File: config.mk
export PLATFORM = sky130hd
export DESIGN_NAME = seq_mul
export DESIGN_NICKNAME = d
export VERILOG_FILES = /design/src/rtl/seq_mul.sv
export SDC_FILE = /design/constraint.sdc
export NUM_CORES = 1
export LEC_CHECK = 0
export ABC_AREA = 1
export BUFFER_PORTS_ARGS = -buffer_cell sky130_fd_sc_hd__buf_2
export CORE_AREA = 2 2 76 60
export DETAILED_ROUTE_END_ITERATION = 6
export DIE_AREA = 0 0 78 62
export GPL_ROUTABILITY_DRIVEN = 0
export PLACE_DENSITY = 0.78
export SYNTH_ARGS = -nofsm -noshare
export SYNTH_HDL_FRONTEND = slang
export SYNTH_SLANG_ARGS = --single-unit
File: constraint.sdc
create_clock -name clk -period 5.1 [get_ports clk]
set_clock_uncertainty 0.05 [all_clocks]
set_input_delay 0.51 -clock clk [delete_from_list [all_inputs] [get_ports clk]]
set_output_delay 0.51 -clock clk [all_outputs]
set_load 0.03 [all_outputs]
File: src/rtl/seq_mul.sv
// seq_mul: sequential shift-add multiplier, one multiplier bit per clock, WIDTH-cycle latency.
// Define SEQ_MUL_SIGNED_EN for two's-complement operands (radix-2 Booth); unsigned otherwise.
module seq_mul #(
    parameter int WIDTH = 8
) (
    input  logic               clk,
    input  logic               rst_n,
    input  logic               start,
    input  logic [WIDTH-1:0]   A,
    input  logic [WIDTH-1:0]   B,
    output logic               busy,
    output logic               done,
    output logic [2*WIDTH-1:0] out
);

    localparam int CW = $clog2(WIDTH);

    localparam logic [0:0]    ST_IDLE  = 1'b0;
    localparam logic [0:0]    ST_RUN   = 1'b1;
    localparam logic [CW-1:0] CNT_LAST = CW'(WIDTH - 1);
    localparam logic [CW-1:0] CNT_ONE  = CW'(1);

    logic [0:0]         state_r;
    logic [WIDTH-1:0]   mcand_r;
    logic [WIDTH-1:0]   mplier_r;
    logic [WIDTH-1:0]   acc_r;
    logic [CW-1:0]      cnt_r;
    logic               busy_r;
    logic               done_r;
    logic [2*WIDTH-1:0] out_r;

    logic [WIDTH:0]     sum_s;
    logic [WIDTH-1:0]   acc_nxt_s;
    logic [WIDTH-1:0]   mplier_nxt_s;

`ifdef SEQ_MUL_SIGNED_EN
    logic               prev_r;
    logic [WIDTH:0]     acc_ext_s;
    logic [WIDTH:0]     mcand_ext_s;

    // Booth step: recode {mplier[0], previous bit} into add / subtract / skip.
    always_comb begin
        acc_ext_s   = {acc_r[WIDTH-1], acc_r};
        mcand_ext_s = {mcand_r[WIDTH-1], mcand_r};
        case ({mplier_r[0], prev_r})
            2'b01:   sum_s = acc_ext_s + mcand_ext_s;
            2'b10:   sum_s = acc_ext_s - mcand_ext_s;
            default: sum_s = acc_ext_s;
        endcase
    end
`else
    // Unsigned step: conditionally add the zero-extended multiplicand, keeping the carry.
    always_comb begin
        if (mplier_r[0]) begin
            sum_s = {1'b0, acc_r} + {1'b0, mcand_r};
        end else begin
            sum_s = {1'b0, acc_r};
        end
    end
`endif

    // Right shift of {sum, mplier}; sum[WIDTH] is the carry (unsigned) or sign (Booth).
    always_comb begin
        acc_nxt_s    = sum_s[WIDTH:1];
        mplier_nxt_s = {sum_s[0], mplier_r[WIDTH-1:1]};
    end

    // Control FSM and datapath registers.
    always_ff @(posedge clk or negedge rst_n) begin
        if (!rst_n) begin
            state_r  <= ST_IDLE;
            mcand_r  <= {WIDTH{1'b0}};
            mplier_r <= {WIDTH{1'b0}};
            acc_r    <= {WIDTH{1'b0}};
            cnt_r    <= {CW{1'b0}};
            busy_r   <= 1'b0;
            done_r   <= 1'b0;
            out_r    <= {(2*WIDTH){1'b0}};
`ifdef SEQ_MUL_SIGNED_EN
            prev_r   <= 1'b0;
`endif
        end else begin
            case (state_r)
                ST_IDLE: begin
                    done_r <= 1'b0;
                    if (start) begin
                        mcand_r  <= A;
                        mplier_r <= B;
                        acc_r    <= {WIDTH{1'b0}};
                        cnt_r    <= {CW{1'b0}};
                        busy_r   <= 1'b1;
                        state_r  <= ST_RUN;
`ifdef SEQ_MUL_SIGNED_EN
                        prev_r   <= 1'b0;
`endif
                    end else begin
                        busy_r   <= 1'b0;
                        state_r  <= ST_IDLE;
                    end
                end
                ST_RUN: begin
                    acc_r    <= acc_nxt_s;
                    mplier_r <= mplier_nxt_s;
`ifdef SEQ_MUL_SIGNED_EN
                    prev_r   <= mplier_r[0];
`endif
                    // Start is deliberately not looked at here: requests while busy are dropped.
                    if (cnt_r == CNT_LAST) begin
                        out_r   <= {acc_nxt_s, mplier_nxt_s};
                        done_r  <= 1'b1;
                        busy_r  <= 1'b0;
                        state_r <= ST_IDLE;
                    end else begin
                        cnt_r   <= cnt_r + CNT_ONE;
                        done_r  <= 1'b0;
                        busy_r  <= 1'b1;
                    end
                end
                default: begin
                    state_r <= ST_IDLE;
                    busy_r  <= 1'b0;
                    done_r  <= 1'b0;
                end
            endcase
        end
    end

    assign busy = busy_r;
    assign done = done_r;
    assign out  = out_r;

endmodule

==> metrics.md <==
| Metric | Value |
|---|---|
| CP Class | `reg -> reg` |
| Drt wl/cell | `12.40 um` |
| CP Capture Type | `flop` |
| TritonCTS clock tree | `yes` |
| Clk_lat worst skew | `0.30 ns` |
| Clk pwr share | `12.9%` |
| Clock Tree Buf Depth | `2` |
| Num Clock Sinks | `45` |
| Htree depth | `2` |
| DR DRC count | `0` |
| Worst Setup Start Kind | `flop` |
| First-pass GRT wire length | `6934 um` |
| Status | `completed` |
| Asr flop ratio synth | `100.0%` |
| Syn_nets | `287` |
| DRT Wirelength | `4365 um` |
| Total GRT Usage | `18.88%` |
| EDFF count, synth | `0` |
| TNS Setup | `0 ns` |
| Synth top area share | `52.30%` |
| Main combinational cell family by area after synthesis | `simple AND/OR/NAND/NOR gates` |
| P_leak | `1.352 nW` |
| Core area | `4204 um^2` |
| Max Fclk | `454.0 MHz` |
| Final min period | `2.203 ns` |
| Max_cap viols | `0` |
| Hold Crit Class | `in -> async` |
| Max-slew headroom | `36.24%` |
| Initial core utilization | `51.22%` |
| Internal Power | `0.8957 mW` |
| Initial antenna violation count | `0` |
| Final instance area | `2455 um^2` |
| Final Net Count | `324` |
| Number of top-level pins | `37` |
| Max VDD drop | `0.3320 mV` |
| Final Setup Violations | `0` |
| Cell Area, Synth | `2153 um^2` |
| Fill cells | `394` |
| Post-cts resize count | `0` |
| Dpl cell area | `2372 um^2` |
| Data required time at the worst endpoint | `5.23 ns` |
| Total CTS buffers | `5` |
| Area delta synth->final | `14.00%` |
| Vias in the first global route | `1518` |
| RSZ-0062 raised after global routing | `no` |
| Synth Area in Compound Gates | `7.379%` |
| Largest net degree at the start of global routing | `46` |
| Post-synthesis mux area share | `0%` |
| Worst Tran Pin Value | `0.9564 ns` |
| R2r setup slk | `2.90 ns` |
| Seq/Total Area, Yosys | `52.30%` |
| PortBufs | `36` |
| Largest cells by area after synthesis | `dfrtp_1 (52%), nand2_1 (19%), ha_1 (5.8%)` |
| ANT nets after route | `0` |
| DR pass1 iterations | `4` |
| Crit-path max FO | `25` |
| Avg Cell Area, Syn | `8.379 um^2` |
| Post-Synth XOR/XNOR Area | `0%` |
| Flop pwr share | `38.7%` |
| Clock root cell | `clkbuf_8` |
| Area share of fa/ha/maj cells after synthesis | `6.740%` |
| Post-Syn Instances | `257` |
| Antenna Cells | `0` |
| Fin crit share | `43.19%` |
| Final Max Slew Viols | `0` |
| Initial DRC count | `113` |
| Detailed placement HPWL | `3099 um` |
| Critical Path AT | `2.34 ns` |
| Simple-gate share of the synthesized area | `28.41%` |
| Hold buffer count at CTS | `0` |
| Die height | `62 um` |
| Synth Warn # | `0` |
| Setup Buffers After CTS | `0` |
| Post-synth cell types | `23` |
| GRT overflow | `0` |
| Reg clk slew, reported paths | `0.08 ns` |
| Pwr/cell area | `672.3 nW/um^2` |
| Combinational share of power | `48.4%` |
| Vias | `1766` |
| Die area | `4836 um^2` |
| Cell accounting for the most synthesized area | `dfrtp_1` |
| Final hold vios | `0` |
| Layout cells sized above 1 | `17.29%` |
| Row count | `21` |
| Die width | `78 um` |
| Top_reg_cell synth | `dfrtp_1` |
| Yosys reg bits | `45` |
| Psw | `0.7547 mW` |
| Switch share | `45.73%` |
| Via/cell ratio | `5.017` |
## stage by stage
stage               setup slack [ns]  hold slack (ns)  power [mW]  utilization [%]  std cells
floorplan                      3.441           0.1644       1.238                -        257
global placement               3.005           0.4119       1.416            56.43        344
detailed placement             2.897           0.4129       1.444            56.43        344
CTS                            2.886           0.3468       1.661            58.39        352
global route                   2.746           0.3526       1.799            58.39        352
finish                         2.897           0.3028       1.650            58.39        352
## worst paths after layout
path,startpoint,to,cells past startpoint
setup / recovery,cnt_r[0],cnt_r[0],8
hold / removal,rst_n,mcand_r[0],1
setup reg to reg,cnt_r[0],cnt_r[0],8
hold reg to reg,out[1],out[1],2
max in group asynchronous,rst_n,mcand_r[4],1
min in group clk,A[6],mcand_r[6],3
## cells in the final DEF (no fill, tap or decap)
cell and count:
a21oi_1 4, inv_2 3, ha_1 10, o221ai_1 3, or2_2 3, nand3b_1 4
clkbuf_8 5, o21ai_0 14, dfrtp_1 45, nand3_1 22, or2_1 2, fa_1 1
inv_1 18, o211ai_1 2, o31ai_1 1, nor2_1 6, nand2_2 1, clkbuf_1 1
o22ai_1 2, nor2_2 1, a22oi_1 1, nand2_1 108, buf_2 36, clkinv_2 2
## synth_stat cells, drive strengths merged (3+ instances only)
cell    number
a21oi        4
buf          4
dfrtp       45
ha          10
inv         21
nand2      109
nand3       22
nand3b       4
nor2         7
o21ai       14
o221ai       3
or2          5
## worst max-delay path: stages, from the launching register on
cell     delay, ns
dfrtp_1       0.41
ha_1          0.21
ha_1          0.19
nand2_1       0.57
inv_2         0.22
nor2_2        0.21
inv_1         0.10
nand2_1       0.07
o31ai_1       0.06
## cell type report
class / instances / area [um^2] / share of cell area (%)
Sequential cell: 45 / 1126 / 45.87
Multi-Input combinational cell: 185 / 915.9 / 37.31
Timing Repair Buffer: 36 / 180.2 / 7.339
Inverter: 21 / 78.83 / 3.211
Clock buffer: 6 / 72.57 / 2.956
Tap cell: 57 / 71.32 / 2.905
Clock inverter: 2 / 10.01 / 0.4077
## sequential cells by signal, summed over array words and instances (netlist names)
register / cells
done: 1
mplier_r: 8
cnt_r: 3
out: 16
busy: 1
acc_r: 8
mcand_r: 8
## layer usage
metal  up-vias  GRT usage, %  wire [um]  share of wire [%]
met1       822         25.91       2130                 49
met4         0         7.519         44                1.0
met3         5         4.046        260                6.0
li1        893             -          -                  -
met2        46         30.17       1929                 44
met5         -             0          0                  0
## kinds of logic after synthesis
kind of cell,count (synthesis)
buffers and inverters,27
adder cells (fa/ha/maj),11
flip-flops,45
AO/OA/AOI/OAI,27
AND/OR/NAND/NOR,147
## power groups by stage
stage                     sequential [mW]  combinational (mW)  clock (mW)
after detailed placement            0.644               0.800           0
after floorplan                     0.723               0.515           0
after CTS                           0.639               0.803       0.219
after global placement              0.638               0.778           0
after global routing                0.660               0.907       0.231
final                               0.638               0.798       0.214
No activity file was read; power rests on OpenSTA's default activity.
